--- config.mk ---
export PLATFORM = sky130hd
export DESIGN_NAME = can_crc_check_flat
export DESIGN_NICKNAME = d
export VERILOG_FILES = /design/src/rtl/can_pkg.sv /design/src/rtl/can_crc_check_if.sv /design/src/rtl/can_destuff.sv /design/src/rtl/can_crc_check.sv /design/src/flat_wrapper.sv
export SDC_FILE = /design/constraint.sdc
export NUM_CORES = 1
export LEC_CHECK = 0
export CORE_AREA = 2 2 82 84
export CTS_CLUSTER_SIZE = 8
export DETAILED_ROUTE_END_ITERATION = 8
export DIE_AREA = 0 0 84 86
export GPL_ROUTABILITY_DRIVEN = 0
export HOLD_SLACK_MARGIN = 0.12
export PLACE_DENSITY_LB_ADDON = 0.12
export SYNTH_ARGS = -nofsm -noshare
export SYNTH_HDL_FRONTEND = slang
export SYNTH_HIERARCHICAL = 1
export SYNTH_SLANG_ARGS = --single-unit
--- constraint.sdc ---
create_clock -name clk -period 2.83 [get_ports clk]
set_clock_uncertainty 0.2 [all_clocks]
set_input_delay 0.283 -clock clk [delete_from_list [all_inputs] [get_ports clk]]
set_output_delay 0.283 -clock clk [all_outputs]
set_load 0.01 [all_outputs]
--- src/rtl/can_pkg.sv ---
// Constants shared by the CAN receive CRC checker and the transmit CRC-15 generator.
package can_pkg;

    localparam int unsigned      CRC_W        = 15;
    localparam logic [CRC_W-1:0] CAN_CRC_POLY = 15'h4599;
    localparam int unsigned      STUFF_LIMIT  = 5;

    typedef enum logic [1:0] {
        ST_IDLE   = 2'd0,
        ST_COVER  = 2'd1,
        ST_CRC_RX = 2'd2,
        ST_DELIM  = 2'd3
    } crc_state_e;

endpackage

--- src/rtl/can_crc_check_if.sv ---
// Bit-stream and verdict signals between the bit-timing unit, the CRC checker and the frame decoder.
interface can_crc_check_if #(
    parameter int unsigned LEN_W = 7,
    parameter int unsigned CRC_W = 15
);
    logic             bit_en;
    logic             rx_bit;
    logic             frame_start;
    logic [LEN_W-1:0] cov_len;
    logic             dbit_valid;
    logic             dbit;
    logic             busy;
    logic             done;
    logic             crc_ok;
    logic             crc_err;
    logic             stuff_err;
    logic             form_err;
    logic [CRC_W-1:0] crc_calc;

    modport master (
        output bit_en, rx_bit, frame_start, cov_len,
        input  dbit_valid, dbit, busy, done, crc_ok, crc_err, stuff_err, form_err, crc_calc
    );

    modport slave (
        input  bit_en, rx_bit, frame_start, cov_len,
        output dbit_valid, dbit, busy, done, crc_ok, crc_err, stuff_err, form_err, crc_calc
    );
endinterface

--- src/rtl/can_destuff.sv ---
// Bit-destuffer: tracks the run of identical bits, flags stuff bits to drop and stuff violations.
module can_destuff
    import can_pkg::*;
(
    input  logic clk,
    input  logic rst,
    input  logic start_i,
    input  logic en_i,
    input  logic bit_i,
    output logic data_o,
    output logic stuff_err_o
);

    logic [2:0] run_q, run_d;
    logic       last_q, last_d;
    logic       at_limit;

    assign at_limit = (run_q == 3'(STUFF_LIMIT));

    always_comb begin
        run_d       = run_q;
        last_d      = last_q;
        data_o      = 1'b0;
        stuff_err_o = 1'b0;
        if (start_i) begin
            last_d = bit_i;
            run_d  = 3'd1;
        end else if (en_i) begin
            if (at_limit) begin
                // A valid stuff bit is dropped but still opens the next run.
                if (bit_i != last_q) begin
                    last_d = bit_i;
                    run_d  = 3'd1;
                end else begin
                    stuff_err_o = 1'b1;
                end
            end else begin
                data_o = 1'b1;
                if (bit_i == last_q) begin
                    run_d = run_q + 3'd1;
                end else begin
                    last_d = bit_i;
                    run_d  = 3'd1;
                end
            end
        end
    end

    always_ff @(posedge clk) begin
        if (rst) begin
            run_q  <= '0;
            last_q <= 1'b0;
        end else begin
            run_q  <= run_d;
            last_q <= last_d;
        end
    end

endmodule

--- src/rtl/can_crc_check.sv ---
// Receive CRC-15 checker: destuffs the raw bus stream, accumulates the CRC and issues one verdict per frame.
module can_crc_check #(
    parameter int unsigned           CRC_W = can_pkg::CRC_W,
    parameter logic [CRC_W-1:0]      POLY  = can_pkg::CAN_CRC_POLY,
    parameter int unsigned           LEN_W = 7
) (
    input  logic            clk,
    input  logic            rst,
    can_crc_check_if.slave  bus
);

    import can_pkg::*;

    crc_state_e       state_q, state_d;
    logic [LEN_W-1:0] cnt_q, cnt_d;
    logic [LEN_W-1:0] len_q, len_d;
    logic [CRC_W-1:0] crc_q, crc_d;
    logic [CRC_W-1:0] rxcrc_q, rxcrc_d;
    logic             dv_q, dv_d, dbit_q, dbit_d, busy_q, busy_d, done_q, done_d;
    logic             ok_q, ok_d, err_q, err_d, serr_q, serr_d, ferr_q, ferr_d;

    logic             start, ds_en, ds_data, ds_err;
    logic [LEN_W-1:0] eff_len;
    logic [CRC_W-1:0] crc_sof, crc_next;

    assign start   = bus.frame_start & bus.bit_en;
    assign eff_len = (bus.cov_len == '0) ? LEN_W'(1) : bus.cov_len;
    assign ds_en   = bus.bit_en & ~start & ((state_q == ST_COVER) | (state_q == ST_CRC_RX));

    // SOF is applied on top of the zero initial value in the same cycle.
    assign crc_sof  = bus.rx_bit ? POLY : '0;
    assign crc_next = {crc_q[CRC_W-2:0], 1'b0} ^ ((bus.rx_bit ^ crc_q[CRC_W-1]) ? POLY : '0);

    can_destuff u_destuff (
        .clk         (clk),
        .rst         (rst),
        .start_i     (start),
        .en_i        (ds_en),
        .bit_i       (bus.rx_bit),
        .data_o      (ds_data),
        .stuff_err_o (ds_err)
    );

    always_comb begin
        state_d = state_q;
        cnt_d   = cnt_q;
        len_d   = len_q;
        crc_d   = crc_q;
        rxcrc_d = rxcrc_q;
        dv_d    = 1'b0;
        dbit_d  = dbit_q;
        busy_d  = busy_q;
        done_d  = 1'b0;
        ok_d    = ok_q;
        err_d   = err_q;
        serr_d  = serr_q;
        ferr_d  = ferr_q;
        if (start) begin
            crc_d   = crc_sof;
            rxcrc_d = '0;
            dv_d    = 1'b1;
            dbit_d  = bus.rx_bit;
            busy_d  = 1'b1;
            ok_d    = 1'b0;
            err_d   = 1'b0;
            serr_d  = 1'b0;
            ferr_d  = 1'b0;
            len_d   = eff_len;
            if (eff_len == LEN_W'(1)) begin
                state_d = ST_CRC_RX;
                cnt_d   = '0;
            end else begin
                state_d = ST_COVER;
                cnt_d   = LEN_W'(1);
            end
        end else if (bus.bit_en) begin
            unique case (state_q)
                ST_COVER, ST_CRC_RX: begin
                    if (ds_err) begin
                        state_d = ST_IDLE;
                        done_d  = 1'b1;
                        busy_d  = 1'b0;
                        serr_d  = 1'b1;
                    end else if (ds_data) begin
                        dv_d   = 1'b1;
                        dbit_d = bus.rx_bit;
                        if (state_q == ST_COVER) begin
                            crc_d = crc_next;
                            if (cnt_q + LEN_W'(1) == len_q) begin
                                state_d = ST_CRC_RX;
                                cnt_d   = '0;
                            end else begin
                                cnt_d = cnt_q + LEN_W'(1);
                            end
                        end else begin
                            rxcrc_d = {rxcrc_q[CRC_W-2:0], bus.rx_bit};
                            if (cnt_q == LEN_W'(CRC_W - 1)) begin
                                state_d = ST_DELIM;
                                cnt_d   = '0;
                            end else begin
                                cnt_d = cnt_q + LEN_W'(1);
                            end
                        end
                    end
                end
                ST_DELIM: begin
                    state_d = ST_IDLE;
                    done_d  = 1'b1;
                    busy_d  = 1'b0;
                    if (!bus.rx_bit) begin
                        ferr_d = 1'b1;
                    end else if (rxcrc_q == crc_q) begin
                        ok_d = 1'b1;
                    end else begin
                        err_d = 1'b1;
                    end
                end
                default: ;
            endcase
        end
    end

    always_ff @(posedge clk) begin
        if (rst) begin
            state_q <= ST_IDLE;
            cnt_q   <= '0;
            len_q   <= '0;
            crc_q   <= '0;
            rxcrc_q <= '0;
            dv_q    <= 1'b0;
            dbit_q  <= 1'b0;
            busy_q  <= 1'b0;
            done_q  <= 1'b0;
            ok_q    <= 1'b0;
            err_q   <= 1'b0;
            serr_q  <= 1'b0;
            ferr_q  <= 1'b0;
        end else begin
            state_q <= state_d;
            cnt_q   <= cnt_d;
            len_q   <= len_d;
            crc_q   <= crc_d;
            rxcrc_q <= rxcrc_d;
            dv_q    <= dv_d;
            dbit_q  <= dbit_d;
            busy_q  <= busy_d;
            done_q  <= done_d;
            ok_q    <= ok_d;
            err_q   <= err_d;
            serr_q  <= serr_d;
            ferr_q  <= ferr_d;
        end
    end

    assign bus.dbit_valid = dv_q;
    assign bus.dbit       = dbit_q;
    assign bus.busy       = busy_q;
    assign bus.done       = done_q;
    assign bus.crc_ok     = ok_q;
    assign bus.crc_err    = err_q;
    assign bus.stuff_err  = serr_q;
    assign bus.form_err   = ferr_q;
    assign bus.crc_calc   = crc_q;

endmodule

--- src/flat_wrapper.sv ---
// flat-port wrapper written by rule: the top's interface ports become plain ports
module can_crc_check_flat import can_pkg::*;
#(
    parameter int unsigned           CRC_W = can_pkg::CRC_W,
    parameter logic [CRC_W-1:0]      POLY  = can_pkg::CAN_CRC_POLY,
    parameter int unsigned           LEN_W = 7
)
  (clk, rst, bus_bit_en, bus_rx_bit, bus_frame_start, bus_cov_len, bus_dbit_valid, bus_dbit, bus_busy, bus_done, bus_crc_ok, bus_crc_err, bus_stuff_err, bus_form_err, bus_crc_calc);
  can_crc_check_if #(.LEN_W(LEN_W), .CRC_W(CRC_W)) bus_i ();
  input  logic clk;
  input  logic rst;
  input wire logic [$bits(bus_i.bit_en)-1:0] bus_bit_en;
  input wire logic [$bits(bus_i.rx_bit)-1:0] bus_rx_bit;
  input wire logic [$bits(bus_i.frame_start)-1:0] bus_frame_start;
  input wire logic [$bits(bus_i.cov_len)-1:0] bus_cov_len;
  output wire logic [$bits(bus_i.dbit_valid)-1:0] bus_dbit_valid;
  output wire logic [$bits(bus_i.dbit)-1:0] bus_dbit;
  output wire logic [$bits(bus_i.busy)-1:0] bus_busy;
  output wire logic [$bits(bus_i.done)-1:0] bus_done;
  output wire logic [$bits(bus_i.crc_ok)-1:0] bus_crc_ok;
  output wire logic [$bits(bus_i.crc_err)-1:0] bus_crc_err;
  output wire logic [$bits(bus_i.stuff_err)-1:0] bus_stuff_err;
  output wire logic [$bits(bus_i.form_err)-1:0] bus_form_err;
  output wire logic [$bits(bus_i.crc_calc)-1:0] bus_crc_calc;
  assign bus_i.bit_en = bus_bit_en;
  assign bus_i.rx_bit = bus_rx_bit;
  assign bus_i.frame_start = bus_frame_start;
  assign bus_i.cov_len = bus_cov_len;
  assign bus_dbit_valid = bus_i.dbit_valid;
  assign bus_dbit = bus_i.dbit;
  assign bus_busy = bus_i.busy;
  assign bus_done = bus_i.done;
  assign bus_crc_ok = bus_i.crc_ok;
  assign bus_crc_err = bus_i.crc_err;
  assign bus_stuff_err = bus_i.stuff_err;
  assign bus_form_err = bus_i.form_err;
  assign bus_crc_calc = bus_i.crc_calc;
  can_crc_check #(.CRC_W(CRC_W), .POLY(POLY), .LEN_W(LEN_W)) u_core (.clk(clk), .rst(rst), .bus(bus_i));
endmodule
# After elaboration in Yosys (flattened, before gate mapping)
# Index checks and enable logic that the tools add are counted.
word_totals:
  wordCells: 130
  inputBits: 12
  output_inout_bits: 23
  regBits: 58
classes:
  n_eq_ne: 18
  bitwise_logic: 12
  reduce_logical: 22
  n_mux: 60
  addsub: 2
ops:
  columns: ["operator", "n"]
  rows:
  - ["15-bit 2-to-1 mux", 8]
  - ["7-bit 2-to-1 mux", 9]
  - ["1-bit 2-to-1 mux", 29]
  - ["2-bit 2-to-1 mux", 8]
  - ["15-bit == test", 1]
  - ["5-bit AND reduction", 3]
  - ["15-bit XOR", 1]
  - ["3-bit AND reduction", 4]
  - ["4-bit AND reduction", 3]
  - ["2-bit nonzero test", 5]
  - ["3-bit 2-to-1 mux", 3]
  - ["7-bit by 1-bit adder with 7-bit output (second input constant)", 1]
  - ["7-bit by 1-bit == test with 1-bit output (second input constant)", 1]
  - ["7-bit by 4-bit == test with 1-bit output (second input constant)", 1]
  - ["7-bit == test", 1]
  - ["7-bit zero test", 1]
  - ["3-bit by 1-bit != test with 1-bit output (second input constant)", 2]
  - ["1-bit NOT", 6]
  - ["5-bit by 1-bit != test with 1-bit output (second input constant)", 1]
  - ["5-bit by 3-bit != test with 1-bit output (second input constant)", 1]
  - ["2-bit == test (second input constant)", 2]
  - ["2-bit by 1-bit != test with 1-bit output (second input constant)", 2]
  - ["4-bit by 1-bit != test with 1-bit output (second input constant)", 1]
  - ["1-bit case mux with 2 select lines", 2]
  - ["14 further kinds", 18]

# Depth between registers and ports, before layout
depth:
  ltp_word: 11
  ltp_mapped: 12
  ltp_nobuf: 12

# Cells and area by module
# The synthesis kept the hierarchy.
by_module_without_submodules:
  columns: ["mod", "area_each_um2", "n_inst", "seq_area_each_um2", "cells_each"]
  rows:
  - ["can_crc_check", 2792.7, 1, 1081.0, 338]
  - ["can_destuff", 254.0, 1, 80.1, 30]

# Worst setup path before layout
# No wires, ideal clock.
synth_timing:
  kind: "reg2reg"
  start: "reg u_core.state_q[0]"
  end: "reg u_core.cnt_q[2]"
  period_less_slack_ns: 3.115
  required_time_ns: 2.556
  setup_time_ns: 0.074
  t_arrival_ns: 2.841
  path_stages_with_launch: 11
  path_slack_ns: -0.285
  cell_sequence: "dfxtp_1 inv_1 ha_1 nand2_1 nor2_1 inv_1 nor4b_1 nand4b_2 dlygate4sd1_1 nand3_1 a31oi_1"
synth_via:
  elab_chain_len: 7
synth_rtl:
  columns: ["element", "line", "source"]
  rows:
  - ["start, declared", "can_crc_check.sv:14", "crc_state_e state_q, state_d;"]
  - ["start signal, assigned", "can_crc_check.sv:139", "state_q <= state_d;"]
  - ["2-bit by 1-bit == test with 1-bit output / 2-bit == test (equally long branches)", "can_crc_check.sv:28", "assign ds_en = bus.bit_en & ~start & ((state_q == ST_COVER) | (state_q == ST_CRC_RX));"]
  - ["1-bit bitwise OR *", "can_crc_check.sv:28", null]
  - ["1-bit bitwise AND *", "can_crc_check.sv:28", null]
  - ["via u_core.ds_en", "can_crc_check.sv:22", "logic start, ds_en, ds_data, ds_err;"]
  - ["1-bit 2-to-1 mux *", "can_destuff.sv:28", "end else if (en_i) begin"]
  - ["1-bit 2-to-1 mux *", "can_destuff.sv:25", "if (start_i) begin"]
  - ["via u_core.ds_err", "can_crc_check.sv:22", null]
  - ["2-bit by 1-bit != test with 1-bit output (no line) *", null, null]
  - ["4-bit AND reduction (no line) *", null, null]
  - ["end signal, assigned", "can_crc_check.sv:140", "cnt_q <= cnt_d;"]
  - ["end, declared", "can_crc_check.sv:15", "logic [LEN_W-1:0] cnt_q, cnt_d;"]
# The timed path passes the listed nets; every way through them passes the cells marked *. The select of a mux whose other input is x is not followed.
# A chain may end at the register's enable or synchronous reset.

# Worst setup path in the final report
layout_timing:
  start: "reg u_core.state_q[1]"
  end: "reg u_core.crc_q[4], in the netlist u_core/bus.crc_calc[4]"
layout_via:
  elab_chain_len: 7
layout_rtl:
  columns: ["element", "line", "source"]
  rows:
  - ["2-bit by 1-bit == test with 1-bit output / 2-bit == test (equally long branches)", "can_crc_check.sv:28", null]
  - ["1-bit bitwise OR *", "can_crc_check.sv:28", null]
  - ["1-bit bitwise AND *", "can_crc_check.sv:28", null]
  - ["via u_core.ds_en", "can_crc_check.sv:22", null]
  - ["1-bit 2-to-1 mux *", "can_destuff.sv:28", null]
  - ["1-bit 2-to-1 mux *", "can_destuff.sv:25", null]
  - ["via u_core.ds_err", "can_crc_check.sv:22", null]
  - ["2-bit by 1-bit != test with 1-bit output (no line) *", null, null]
  - ["5-bit AND reduction (no line) *", null, null]
  - ["end signal, assigned", "can_crc_check.sv:142", "crc_q <= crc_d;"]
  - ["end, declared", "can_crc_check.sv:17", "logic [CRC_W-1:0] crc_q, crc_d;"]
# The timed path passes the listed nets; every way through them passes the cells marked *.

==> results.md <==
* CTS tree: done
* Top_reg_cell synth: dfxtp_1
* I/O Pins at 35
* DRT iter0 DRCs at 108
* Bufs on Longest Clock Path at 2
* EDFF count, synth at 0
* Min Tclk post-route at 2.560 ns
* Num CTS Buffers at 9
* Core ar. at 6277 um2
* Syn nets at 387
* Syn_area_per_cell at 8.279 um2
* Worst Hold End: u_core/bus.crc_ok
* Warnings, synthesis at 6
* Sum Neg Setup Slack at 0 ns
* Post-synth cell types at 58
* Vias at 2750
* Critical path arrival at 2.61 ns
* FILL cells at 579
* Pwr per Cell Area at 511.3 nW/um2
* Clk slew on worst S/H paths at 0.07 ns
* Peak supply drop at 360.0 uV
* Tcrit/Tclk final at 0.9047
* Initial antenna violation count at 0
* Synth Cell Area at 3047 um2
* Setup CP Type: reg -> reg
* Reg2Reg Setup Slack at 0.27 ns
* Largest cells by area after synthesis: dfxtp_1, nand2_1, a21oi_1
* Number of global-route vias before repair at 2630
* Via density at 5.578
* IO Port Bufs at 34
* Full die area at 7224 um2
* Pleak at 1.456 nW
* Hold Path Depth at 2
* Final ANT Viol Nets at 0
* Ant diodes at 0
* List of most frequent post-synthesis cells: nand2_1, dfxtp_1, a21oi_1, nor2_1, xor2_1
* Footprint of the multi-input gates at 1762 um2
* Max Cap Violations at 0
* Async set-reset flop share out of synthesis at 0
* Final setup vio count at 0
* CP Capture Type: register
* Synthesized instance count at 368
* Synth Register Bits at 58
* Pin slew with the least headroom to its limit at 0.5831 ns
* Die width at 84 um
* Fin nets at 430
* Clock Sinks at 58
* Reg area at 1162 um2
* Top cell by count, worst path: inv_1
* Post-placement cell area at 3521 um2
* Synth top area share at 0.3811
* Seq/Total Area, Yosys at 0.3811
* Worst EP required at 2.88 ns
* Final Hold Fails at 0
* Biggest area consumer among synthesized cells: dfxtp_1
* Critical path's largest stage delay at 0.36 ns
* Slowest CP cell: dfxtp_1
* Worst path cell trace: inv_1, ha_1, nand2_1, nor2_1, inv_1, nor4b_4, and3b_1, o21a_1, buf_4, a211oi_1
* Reg2reg start: u_core/state_q[1]
* RSZ-0062 raised after global routing: false
* H-Tree Depth at 3
* Reg2reg end: u_core/bus.crc_calc[4]
* FF-to-FF path depth at 10
* Hold path start: u_core/bus.crc_ok
* Rows at 29
* Layout cells sized above 1 at 0.1394
* Dpl hpwl at 5307 um
* Die height at 86 um
* Layout Utilization at 0.5986
* Run status: complete, no violations
* Hold Crit Class: reg -> reg
* Fmax achieved at 390.6 MHz
* Count leader, synth: nand2_1
* Startpoint types: register
* Total gr overflow at 0
* Root Driver: clkbuf_8
* Max FO, Critical Path at 8
* Largest net degree at the start of global routing at 25
* Pwr Total at 1.921 mW
* Initial Utilization at 0.4853
* DRC at 0
* Overall routing resource usage at 0.2177
* Final slew viol count at 0
* Final instance area at 3757 um2
* WHS at 0.2537 ns
* Global-route wire length before repair at 12620 um
* Clk_lat worst skew at 0.34 ns
* Syn-to-layout area delta at 23.33%
* Routed wire length per instance at 15.22 um
* First-pass DRT Iterations at 5
* Drt total wl at 7504 um
* Slew Limit Headroom at 0.6051
-- worst max-delay path by stage --
stage	start	end	slack [ns]	cells after the start
after global placement	bus_bit_en	u_core/rxcrc_q[13]	0.11	9
after global routing	u_core/state_q[0]	u_core/bus.crc_calc[4]	0.06	10
after floorplan	u_core/state_q[0]	u_core/cnt_q[2]	0.01	10
after CTS	u_core/state_q[0]	u_core/rxcrc_q[0]	0.11	10
final	u_core/state_q[1]	u_core/bus.crc_calc[4]	0.27	10
after detailed placement	bus_frame_start	u_core/rxcrc_q[0]	0.05	8
-- per-stage QoR --
step | setup WS (ns) | instances
floorplan | 0.01146 | 368
global placement | 0.1108 | 477
detailed placement | 0.04749 | 477
CTS | 0.1050 | 493
global route | 0.06175 | 493
finish | 0.2697 | 493
-- cell usage in the layout, fill, tap and decap left out, drive strengths merged, types with 8 or more instances in the layout --
| cell | netlist | layout |
|---|---|---|
| clkdlybuf4s50 | 0 | 34 |
| inv | 10 | 10 |
| xnor2 | 16 | 16 |
| nand3 | 8 | 8 |
| a21oi | 45 | 45 |
| nand2 | 63 | 63 |
| o21ai | 20 | 20 |
| xor2 | 19 | 19 |
| clkbuf | 11 | 13 |
| buf | 8 | 18 |
| nor3 | 12 | 12 |
| dfxtp | 58 | 58 |
| nor2 | 29 | 29 |
-- critical path, delay by kind of cell, from the launching register on --
kind,cells,cell delay [ns]
adder cells (fa/ha/maj),1,0.29
AO/OA/AOI/OAI,2,0.46
flip-flops,1,0.36
AND/OR/NAND/NOR,4,0.78
buffers and inverters,3,0.38
-- kinds of logic after synthesis --
logic type      share of synthesized area
compound gates                     0.1922
xor+xnor                           0.1006
fa+ha+maj                         0.02875
buf+inv                           0.04928
flops                              0.3811
mux                              0.006981
simple gates                       0.2411
-- report_power, final --
part | switching [mW] | internal [mW] | leakage, nW
combinational | 0.121 | 0.104 | 0.877
sequential | 0.0232 | 0.837 | 0.471
clock | 0.334 | 0.503 | 0.108
total | 0.478 | 1.44 | 1.46
-- layout make-up --
| type | count | area share |
|---|---|---|
| well taps | 77 | 0.02564 |
| repair buffers | 52 | 0.1265 |
| inverters | 10 | 0.009990 |
| clock inverters | 3 | 0.01199 |
| clock buffers | 13 | 0.04762 |
| multi-input cells | 280 | 0.4689 |
| flip-flops and latches | 58 | 0.3094 |
-- per-layer routing --
layer	GRT usage	wire, um
met5	0	0
met3	0.05101	357
met4	0.07331	68
met1	0.2881	3556
met2	0.3520	3521
-- registers in the layout, summed over array words and instances (netlist names), 2 cells and up --
name and flops:
u_core/len_q 7, u_core/rxcrc_q 15, u_core/state_q 2, u_core/bus.crc_calc 15
u_core/cnt_q 7, u_core/u_destuff/run_q 3
-- timing repair --
item | CTS | global route
gates resized for setup | 0 | 4
buffers inserted | 0 | 0
hold buffers | 0 | 0
setup endpoints to repair | 0 | 18
(Power assumes the default switching activity.)
